## config.mk

```make
export PLATFORM = sky130hd
export DESIGN_NAME = mem_stage_wb
export DESIGN_NICKNAME = d
export VERILOG_FILES = /design/src/rtl/mem_stage_wb_pkg.sv /design/src/rtl/mem_beat_seq.sv /design/src/rtl/mem_stage_wb.sv
export SDC_FILE = /design/constraint.sdc
export NUM_CORES = 1
export LEC_CHECK = 0
export CAP_MARGIN = 25
export CORE_AREA = 2 2 151 153
export CTS_BUF_LIST = sky130_fd_sc_hd__clkbuf_16
export DETAILED_ROUTE_END_ITERATION = 7
export DIE_AREA = 0 0 153 155
export GPL_ROUTABILITY_DRIVEN = 0
export PLACE_DENSITY = 0.76
export SLEW_MARGIN = 0
export SYNTH_ARGS = -nofsm -noshare
export SYNTH_HDL_FRONTEND = slang
export SYNTH_SLANG_ARGS = --single-unit
```

## constraint.sdc

```tcl
create_clock -name clk -period 6.5 [get_ports clk]
set_input_delay 1.3 -clock clk [delete_from_list [all_inputs] [get_ports clk]]
set_output_delay 1.3 -clock clk [all_outputs]
set_load 0.02 [all_outputs]
```

## src/rtl/mem_stage_wb_pkg.sv

```systemverilog
// Shared types and sizing for the MEM stage: state encoding, control bundle
// and the per-beat address helper used by the beat sequencer.
package mem_stage_wb_pkg;

   localparam int DATA_W = 48;
   localparam int BEAT_W = 16;
   localparam int ADDR_W = 16;
   localparam int BEATS  = DATA_W / BEAT_W;
   localparam int K_W    = (BEATS > 1) ? $clog2(BEATS) : 1;

   typedef enum logic {
      IDLE   = 1'b0,
      ACCESS = 1'b1
   } state_t;

   typedef struct packed {
      logic       valid;
      logic       regWrite;
      logic       memWrite;
      logic       memToReg;
      logic       PCSrc;
      logic [3:0] WA3;
   } ctrl_t;

   // Word address of beat k; wraps modulo 2^ADDR_W by construction.
   function automatic logic [ADDR_W-1:0] beat_addr(input logic [ADDR_W-1:0] base,
                                                   input logic [K_W-1:0]    k);
      return base + ADDR_W'(k);
   endfunction

endpackage

```

## src/rtl/mem_beat_seq.sv

```systemverilog
// Beat sequencer: walks a held vector across the narrow memory port one beat
// at a time, assembling read beats and flagging the final acknowledged beat.
module mem_beat_seq
   import mem_stage_wb_pkg::*;
(
   input  logic              clk,
   input  logic              rst,
   input  logic              start_i,
   input  logic              active_i,
   input  logic              is_write_i,
   input  logic [ADDR_W-1:0] base_addr_i,
   input  logic [DATA_W-1:0] wdata_i,
   output logic              mem_req_o,
   output logic              mem_we_o,
   output logic [ADDR_W-1:0] mem_addr_o,
   output logic [BEAT_W-1:0] mem_wdata_o,
   input  logic [BEAT_W-1:0] mem_rdata_i,
   input  logic              mem_ack_i,
   output logic [DATA_W-1:0] rdata_full_o,
   output logic              last_done_o
);

   logic [K_W-1:0]    k_q;
   logic [K_W-1:0]    k_d;
   logic [BEAT_W-1:0] asm_q [BEATS];
   logic              beat_done;

   // An ack only counts while a request is actually outstanding.
   assign beat_done   = active_i & mem_ack_i;
   assign last_done_o = beat_done & (k_q == K_W'(BEATS - 1));

   assign mem_req_o  = active_i;
   assign mem_we_o   = active_i & is_write_i;
   assign mem_addr_o = beat_addr(base_addr_i, k_q);

   always_comb begin
      mem_wdata_o = '0;
      for (int i = 0; i < BEATS; i++) begin
         if (k_q == K_W'(i)) begin
            mem_wdata_o = wdata_i[i*BEAT_W +: BEAT_W];
         end
      end
   end

   always_comb begin
      k_d = k_q;
      if (start_i) begin
         k_d = '0;
      end else if (beat_done) begin
         k_d = k_q + 1'b1;
      end
   end

   always_ff @(posedge clk or negedge rst) begin
      if (!rst) begin
         k_q <= '0;
         for (int i = 0; i < BEATS; i++) begin
            asm_q[i] <= '0;
         end
      end else begin
         k_q <= k_d;
         if (beat_done && !is_write_i) begin
            asm_q[k_q] <= mem_rdata_i;
         end
      end
   end

   // The final beat bypasses the assembly register so writeback sees it on the same edge.
   genvar gi;
   generate
      for (gi = 0; gi < BEATS; gi++) begin : g_asm
         assign rdata_full_o[gi*BEAT_W +: BEAT_W] =
            (k_q == K_W'(gi)) ? mem_rdata_i : asm_q[gi];
      end
   endgenerate

endmodule

```

## src/rtl/mem_stage_wb.sv

```systemverilog
// MEM stage of the vector ASIP: consumes EX/MEM, runs multi-beat data-memory
// accesses while stalling upstream, and loads the MEM/WB register.
module mem_stage_wb
   import mem_stage_wb_pkg::*;
(
   input  logic              clk,
   input  logic              rst,
   input  logic [DATA_W-1:0] aluResultM,
   input  logic [DATA_W-1:0] writeDataM,
   input  logic [3:0]        WA3M,
   input  logic              validM,
   input  logic              regWriteM,
   input  logic              memWriteM,
   input  logic              memToRegM,
   input  logic              PCSrcM,
   output logic              stallM,
   output logic              mem_req,
   output logic              mem_we,
   output logic [ADDR_W-1:0] mem_addr,
   output logic [BEAT_W-1:0] mem_wdata,
   input  logic [BEAT_W-1:0] mem_rdata,
   input  logic              mem_ack,
   output logic [DATA_W-1:0] aluOutW,
   output logic [DATA_W-1:0] readDataW,
   output logic [3:0]        WA3W,
   output logic              validW,
   output logic              regWriteW,
   output logic              memToRegW,
   output logic              PCSrcW
);

   state_t            state_q, state_d;
   ctrl_t             ctrl_m;
   ctrl_t             hold_ctrl_q, hold_ctrl_d;
   logic [DATA_W-1:0] hold_alu_q, hold_alu_d;
   logic [DATA_W-1:0] hold_wdata_q, hold_wdata_d;
   ctrl_t             w_ctrl_q, w_ctrl_d;
   logic [DATA_W-1:0] alu_w_q, alu_w_d;
   logic [DATA_W-1:0] rd_w_q, rd_w_d;
   logic              capture;
   logic              last_done;
   logic [DATA_W-1:0] rdata_full;

   // A store that also claims memToReg is a store; memToReg is dropped here.
   always_comb begin
      ctrl_m          = '0;
      ctrl_m.valid    = validM;
      ctrl_m.regWrite = regWriteM & validM;
      ctrl_m.memWrite = memWriteM;
      ctrl_m.memToReg = memToRegM & ~memWriteM;
      ctrl_m.PCSrc    = PCSrcM;
      ctrl_m.WA3      = WA3M;
   end

   always_comb begin
      state_d      = state_q;
      capture      = 1'b0;
      hold_ctrl_d  = hold_ctrl_q;
      hold_alu_d   = hold_alu_q;
      hold_wdata_d = hold_wdata_q;
      w_ctrl_d     = w_ctrl_q;
      alu_w_d      = alu_w_q;
      rd_w_d       = rd_w_q;
      case (state_q)
         IDLE: begin
            if (validM && (memWriteM || memToRegM)) begin
               capture           = 1'b1;
               state_d           = ACCESS;
               hold_ctrl_d       = ctrl_m;
               hold_alu_d        = aluResultM;
               hold_wdata_d      = writeDataM;
               w_ctrl_d.valid    = 1'b0;
               w_ctrl_d.regWrite = 1'b0;
            end else begin
               w_ctrl_d = ctrl_m;
               alu_w_d  = aluResultM;
            end
         end
         ACCESS: begin
            if (last_done) begin
               state_d        = IDLE;
               w_ctrl_d       = hold_ctrl_q;
               w_ctrl_d.valid = 1'b1;
               alu_w_d        = hold_alu_q;
               if (!hold_ctrl_q.memWrite) begin
                  rd_w_d = rdata_full;
               end
            end
         end
         default: state_d = IDLE;
      endcase
   end

   always_ff @(posedge clk or negedge rst) begin
      if (!rst) begin
         state_q      <= IDLE;
         hold_ctrl_q  <= '0;
         hold_alu_q   <= '0;
         hold_wdata_q <= '0;
         w_ctrl_q     <= '0;
         alu_w_q      <= '0;
         rd_w_q       <= '0;
      end else begin
         state_q      <= state_d;
         hold_ctrl_q  <= hold_ctrl_d;
         hold_alu_q   <= hold_alu_d;
         hold_wdata_q <= hold_wdata_d;
         w_ctrl_q     <= w_ctrl_d;
         alu_w_q      <= alu_w_d;
         rd_w_q       <= rd_w_d;
      end
   end

   assign stallM = (state_q == ACCESS);

   mem_beat_seq u_seq (
      .clk          (clk),
      .rst          (rst),
      .start_i      (capture),
      .active_i     (state_q == ACCESS),
      .is_write_i   (hold_ctrl_q.memWrite),
      .base_addr_i  (hold_alu_q[ADDR_W-1:0]),
      .wdata_i      (hold_wdata_q),
      .mem_req_o    (mem_req),
      .mem_we_o     (mem_we),
      .mem_addr_o   (mem_addr),
      .mem_wdata_o  (mem_wdata),
      .mem_rdata_i  (mem_rdata),
      .mem_ack_i    (mem_ack),
      .rdata_full_o (rdata_full),
      .last_done_o  (last_done)
   );

   assign aluOutW   = alu_w_q;
   assign readDataW = rd_w_q;
   assign WA3W      = w_ctrl_q.WA3;
   assign validW    = w_ctrl_q.valid;
   assign regWriteW = w_ctrl_q.regWrite;
   assign memToRegW = w_ctrl_q.memToReg;
   assign PCSrcW    = w_ctrl_q.PCSrc;

endmodule

```

==> results of run 1 <==
worst reg2reg max path: stages (launching register included):
cell and delay, ns:
dfrtp_4 0.72, buf_4 0.41, nor2_4 0.64, buf_12 0.54, mux2_2 0.46
cells in the final DEF, fill, tap and decap left out, types with 6 or more instances in the layout:
master           count
nand2_1            159
clkbuf_16           27
mux2_4              77
mux2_2              57
o21ai_0            102
mux2i_1             85
xnor2_1              8
xor2_1               6
a22oi_1             16
o21ai_1              6
buf_4                7
nand3_1              9
clkdlybuf4s50_1    261
inv_1               14
dfrtp_1            242
registers in the layout (all words and copies together) (netlist names):
name          flops
memToRegW         1
PCSrcW            1
u_seq.k_q         2
regWriteW         1
hold_alu_q       48
u_seq.asm_q      32
hold_ctrl_q       8
validW            1
WA3W              4
aluOutW          48
stallM            1
readDataW        48
hold_wdata_q     48
per-stage QoR:
| stage | std cells | setup WS [ns] | hold WS, ns |
|---|---|---|---|
| global route | 1411 | 1.927 | 0.5003 |
| floorplan | 866 | 3.271 | 0.4734 |
| finish | 1411 | 2.106 | 0.4720 |
| global placement | 1365 | 2.713 | 0.4564 |
| CTS | 1410 | 2.104 | 0.4760 |
| detailed placement | 1365 | 2.690 | 0.4619 |
final cells by class:
class | instances | area (µm²)
Inverter | 5 | 18.77
Timing Repair Buffer | 271 | 2720
Fill cell | 1710 | 7866
Antenna cell | 1 | 2.502
Tap cell | 285 | 356.6
Clock inverter | 18 | 100.1
Clock buffer | 27 | 675.6
Multi-Input combinational cell | 561 | 4403
Sequential cell | 243 | 6085
final timing paths:
path,to,slack (ns)
worst min register to register,readDataW[38],0.47
worst max-delay path,mem_addr[14],2.11
min in group asynchronous,readDataW[39],0.82
max in group asynchronous,hold_alu_q[47],4.42
worst max register to register,hold_alu_q[47],3.61
worst min-delay path,readDataW[38],0.47
metal layers:
layer	vias up	share of wire (%)	track usage, %	routed length [µm]
met5	-	0	0	0
met4	0	2.1	5.511	534
met3	40	9.4	7.577	2355
met2	214	46	33.21	11530
met1	3552	42	27.77	10550
li1	3471	-	-	-
power groups by stage:
stage               clock network (µW)  logic (µW)  registers, µW
CTS                               1390        3550           2750
floorplan                            0        1970           2940
global placement                     0        3460           2730
detailed placement                   0        3530           2760
finish                            1360        3500           2740
global route                      1450        3790           2850
kinds of logic after synthesis:
logic type	count (synthesis)	share of synthesized area [%]
XOR/XNOR	14	1.130
multiplexers	220	24.61
adder cells (fa/ha/maj)	6	0.7608
flip-flops	243	56.02
AND/OR/NAND/NOR	190	7.470
buffers and inverters	62	3.435
AO/OA/AOI/OAI	131	6.571
==> impl_metrics.env, run 1 <==
export IMPL_power_frac_seq_pct=36.1
export IMPL_relSlewSlack_pct=37.34
export IMPL_cts_hold_buf=0
export IMPL_swShare_pct=36.22
export IMPL_track_usage_pct=21.02
export IMPL_antenna_left=0
export IMPL_ir_worst_vdd_mv=0.2963
export IMPL_synth_edf_count=0
export IMPL_design_area_um2=14360
export IMPL_required_ns=5.20
export IMPL_worstSetupPathType="reg -> out"
export IMPL_cts_buffer_depth=3
export IMPL_clock_power_share_pct=17.9
export IMPL_coreArea_um2=22230
export IMPL_antenna_found_initial=1
export IMPL_status="completed"
export IMPL_leakage_uw=0.006577
export IMPL_dp_hpwl_mm=16.38
export IMPL_hold_viol=0
export IMPL_netlist_instances=866
export IMPL_post_cts_buffers=0
export IMPL_grt_pass1_wl_mm=40.57
export IMPL_remaining_drc_errors=0
export IMPL_htreeDepth=1
export IMPL_wl_mm=24.97
export IMPL_area_delta_synth_final_pct=32.31
export IMPL_wl_per_cell_um=17.70
export IMPL_chipWidth_um=153
export IMPL_finalSetupViolCount=0
export IMPL_cts_root_buf="clkbuf_16"
export IMPL_synth_seq_cells=243
export IMPL_critPathLaunch="u_seq.k_q[0]"
export IMPL_layout_worst_path_cycle_share_pct=67.60
export IMPL_synthTopCellsByCount="dfrtp_1 (243), nand2_1 (159), o21ai_0 (102), mux2i_1 (85), mux2_4 (77)"
export IMPL_worst_slew_pin_slew_ns=0.9400
export IMPL_min_from="readDataW[38]"
export IMPL_netlist_area_um2=10850
export IMPL_final_util_pct=64.61
export IMPL_p_sw_uw=2752
export IMPL_end_kind="primary output"
export IMPL_path_max_fanout=5
export IMPL_critical_path_cell_chain="ha_1 -> inv_1 -> fa_1 -> nor4_2 -> nand3_1 -> xnor2_1 -> clkdlybuf4s50_1"
export IMPL_hold_depth=2
export IMPL_hold_path_class="reg -> reg"
export IMPL_io_pins=263
export IMPL_cts_tree="built"
export IMPL_vias=7277
export IMPL_startpoint_type="flop"
export IMPL_crit_slowest_cell="clkdlybuf4s50_1"
export IMPL_drtPass1Iterations=5
export IMPL_ys_top_cells_by_area="dfrtp_1 (56%), mux2_4 (11%), mux2i_1 (7.8%), mux2_2 (5.9%), nand2_1 (5.5%)"
export IMPL_fin_total_pwr_uw=7598
export IMPL_pwr_share_comb_pct=46.1
export IMPL_yosys_area_top_type_share_pct=56.02
export IMPL_synth_top_area_cell="dfrtp_1"
export IMPL_syn_num_nets=996
export IMPL_dieArea_um2=23720
export IMPL_p_int_uw=4846
export IMPL_drive_above_1_share_pct=16.80
export IMPL_ys_types=38
export IMPL_critPathBufInv=2
export IMPL_ys_warn_count=0
export IMPL_r2r_start="stallM"
export IMPL_cts_repair_resized=0
export IMPL_portBuffers=262
export IMPL_clk_latency_ns=0.52
export IMPL_cts_buffers=26
export IMPL_clkTransAtPathRegs_ns=0.06
export IMPL_clock_skew_ns=0.008782
export IMPL_cts_sinks=243
export IMPL_avgSynthCellArea_um2=12.53
export IMPL_grt_max_degree=142
export IMPL_max_freq_mhz=227.6
export IMPL_yosysMostFrequentCell="dfrtp_1"
export IMPL_grt_overflow=0
export IMPL_placed_cell_area_um2=13580
export IMPL_avgViaCountPerCell=5.157
export IMPL_drt_first_iter_violations=374
export IMPL_die_h_um=155
export IMPL_finalSetupTns_ns=0
export IMPL_worstRegToRegCells=4
export IMPL_rsz0062_at_grt="no"
export IMPL_slew_violations=0
export IMPL_fin_nets=1238
export IMPL_rows=55
export IMPL_crit_family="simple AND/OR/NAND/NOR gates"
export IMPL_critical_path_max_stage_delay_ns=0.63
export IMPL_grt_pass1_vias=7575
export IMPL_drv_cap=0
export IMPL_start_util_pct=48.83
export IMPL_post_route_min_period_ns=4.394
export IMPL_path_depth=7
export IMPL_synth_flop_cell="dfrtp_1"
export IMPL_worst_endpoint_arrival_ns=3.09
export IMPL_ys_seq_area_share_pct=56.02
export IMPL_power_density_nw_per_um2=529.1
export IMPL_async_flop_share_pct=100.0
No activity file was read; power rests on OpenSTA's default activity.
==> run 2: changes to the inputs <==
Settings changed: CORE_AREA 2 2 151 153 to 2 2 159 161, DIE_AREA 0 0 153 155 to 0 0 161 163, PLACE_DENSITY 0.76 to 0.73.
Clock period 6.5 ns to 3.5 ns, I/O delays scaled along.
==> impl_metrics.env, run 2 (synthesized netlist as in run 1, its figures left out) <==
export IMPL_status="completed"
export IMPL_htreeDepth=1
export IMPL_placed_cells=1420
export IMPL_required_ns=2.80
export IMPL_rsz0062_at_grt="yes"
export IMPL_cts_root_buf="clkbuf_16"
export IMPL_relSlewSlack_pct=48.06
export IMPL_end_kind="primary output"
export IMPL_die_h_um=163
export IMPL_r2r_slack_ns=1.21
export IMPL_swShare_pct=36.40
export IMPL_final_common_cell="clkdlybuf4s50_1"
export IMPL_area_delta_synth_final_pct=34.34
export IMPL_post_route_min_period_ns=3.358
export IMPL_finalSetupViolCount=0
export IMPL_io_pins=263
export IMPL_wl_per_cell_um=17.43
export IMPL_dp_hpwl_mm=17.29
export IMPL_chipWidth_um=161
export IMPL_drtPass1Iterations=4
export IMPL_coreArea_um2=24670
export IMPL_track_usage_pct=19.31
export IMPL_path_max_fanout=4
export IMPL_cts_buffer_depth=3
export IMPL_grt_max_degree=102
export IMPL_power_density_nw_per_um2=975.1
export IMPL_fin_total_pwr_uw=14220
export IMPL_leakage_uw=0.006706
export IMPL_wl_mm=25.59
export IMPL_drt_first_iter_violations=468
export IMPL_slew_violations=0
export IMPL_worstSetupPathType="reg -> out"
export IMPL_remaining_drc_errors=0
export IMPL_num_fill_cells=2011
export IMPL_cts_buffers=27
export IMPL_clkTransAtPathRegs_ns=0.06
export IMPL_dieArea_um2=26240
export IMPL_drv_cap=0
export IMPL_clock_power_share_pct=18.0
export IMPL_p_int_uw=9043
export IMPL_drive_above_1_share_pct=17.93
export IMPL_worstRegToRegCells=7
export IMPL_antenna_left=0
export IMPL_grt_pass1_wl_mm=40.66
export IMPL_max_freq_mhz=297.8
export IMPL_clock_skew_ns=0.008750
export IMPL_clk_latency_ns=0.52
export IMPL_power_frac_seq_pct=35.7
export IMPL_cts_tree="built"
export IMPL_rows=58
export IMPL_avgViaCountPerCell=4.992
export IMPL_worst_slew_pin_slew_ns=0.7791
export IMPL_antenna_found_initial=0
export IMPL_ir_worst_vdd_mv=0.5121
export IMPL_cts_sinks=243
export IMPL_reg2reg_to="aluOutW[11]"
export IMPL_layout_worst_path_cycle_share_pct=95.94
export IMPL_hold_viol=0
export IMPL_r2r_start="u_seq.k_q[0]"
export IMPL_layout_cells_non_filler=1468
export IMPL_worst_endpoint_arrival_ns=2.66
export IMPL_grt_pass1_vias=7444
export IMPL_layout_common_cells="clkdlybuf4s50_1 (254), dfrtp_1 (242), nand2_1 (159)"
export IMPL_hold_path_class="in -> async"
export IMPL_antenna_cells=0
export IMPL_p_sw_uw=5176
export IMPL_pwr_share_comb_pct=46.3
export IMPL_grt_overflow=0
export IMPL_fin_nets=1250
export IMPL_start_util_pct=43.99
export IMPL_vias=7328
export IMPL_portBuffers=262
export IMPL_critPathLaunch="u_seq.k_q[1]"
export IMPL_startpoint_type="flop"
==> run 2: power by group through the flow <==
stage,clock network (µW),logic (µW),registers [µW]
6_report,2560,6590,5070
5_1_grt,2770,7110,5250
4_1_cts,2630,6670,5080
3_5_place_dp,0,6640,5100
3_3_place_gp,0,6550,5050
2_1_floorplan,0,3650,5470
==> run 2: critical path, cell delays in order, from the launching register on <==
cell and delay (ns):
dfrtp_1 0.41, ha_1 0.28, a21oi_1 0.41, nor3b_2 0.14, nand3_1 0.13, xnor2_1 0.13
clkdlybuf4s50_1 0.63
==> run 2: repair_timing <==
action / 4_1_cts / 5_1_grt
pin swaps: 1 / 1
buffers inserted: 1 / 0
hold buffers: 0 / 0
setup endpoints to repair: 7 / 6
gates resized for setup: 8 / 4
==> run 2: metal layers <==
layer	part of all wire [%]	GRT usage, %
met5	0	0
met4	1.8	4.627
met3	8.8	6.748
met2	46	30.76
met1	44	25.50
==> run 2: worst max-delay path by stage <==
stage	end	slack, ns	cells after the start
final	mem_addr[7]	0.14	6
after detailed placement	mem_addr[12]	0.23	7
after global routing	mem_addr[14]	-0.02	7
after floorplan	mem_addr[12]	0.87	6
after CTS	mem_addr[15]	0.004	6
after global placement	mem_addr[12]	0.26	7
==> run 2: metrics by stage <==
step | TNS, ns | instance area [µm²] | worst slack (ns) | hold slack [ns] | utilization, %
after floorplan | 0 | 10850 | 0.8711 | 0.4044 | -
after global placement | 0 | 13750 | 0.2602 | 0.4565 | 55.74
after detailed placement | 0 | 13750 | 0.2304 | 0.4628 | 55.74
after CTS | 0 | 14570 | 0.004215 | 0.2515 | 59.04
after global routing | -0.01540 | 14580 | -0.01540 | 0.2832 | 59.10
final | 0 | 14580 | 0.1420 | 0.2376 | 59.10
==> run 2: final cells by class <==
type	instances	area (µm²)	area share (%)
inverters	5	18.77	0.1287
clock inverters	20	110.1	0.7551
well taps	330	412.9	2.832
multi-input cells	561	4437	30.43
flip-flops and latches	243	6085	41.73
repair buffers	282	2843	19.50
clock buffers	27	675.6	4.634
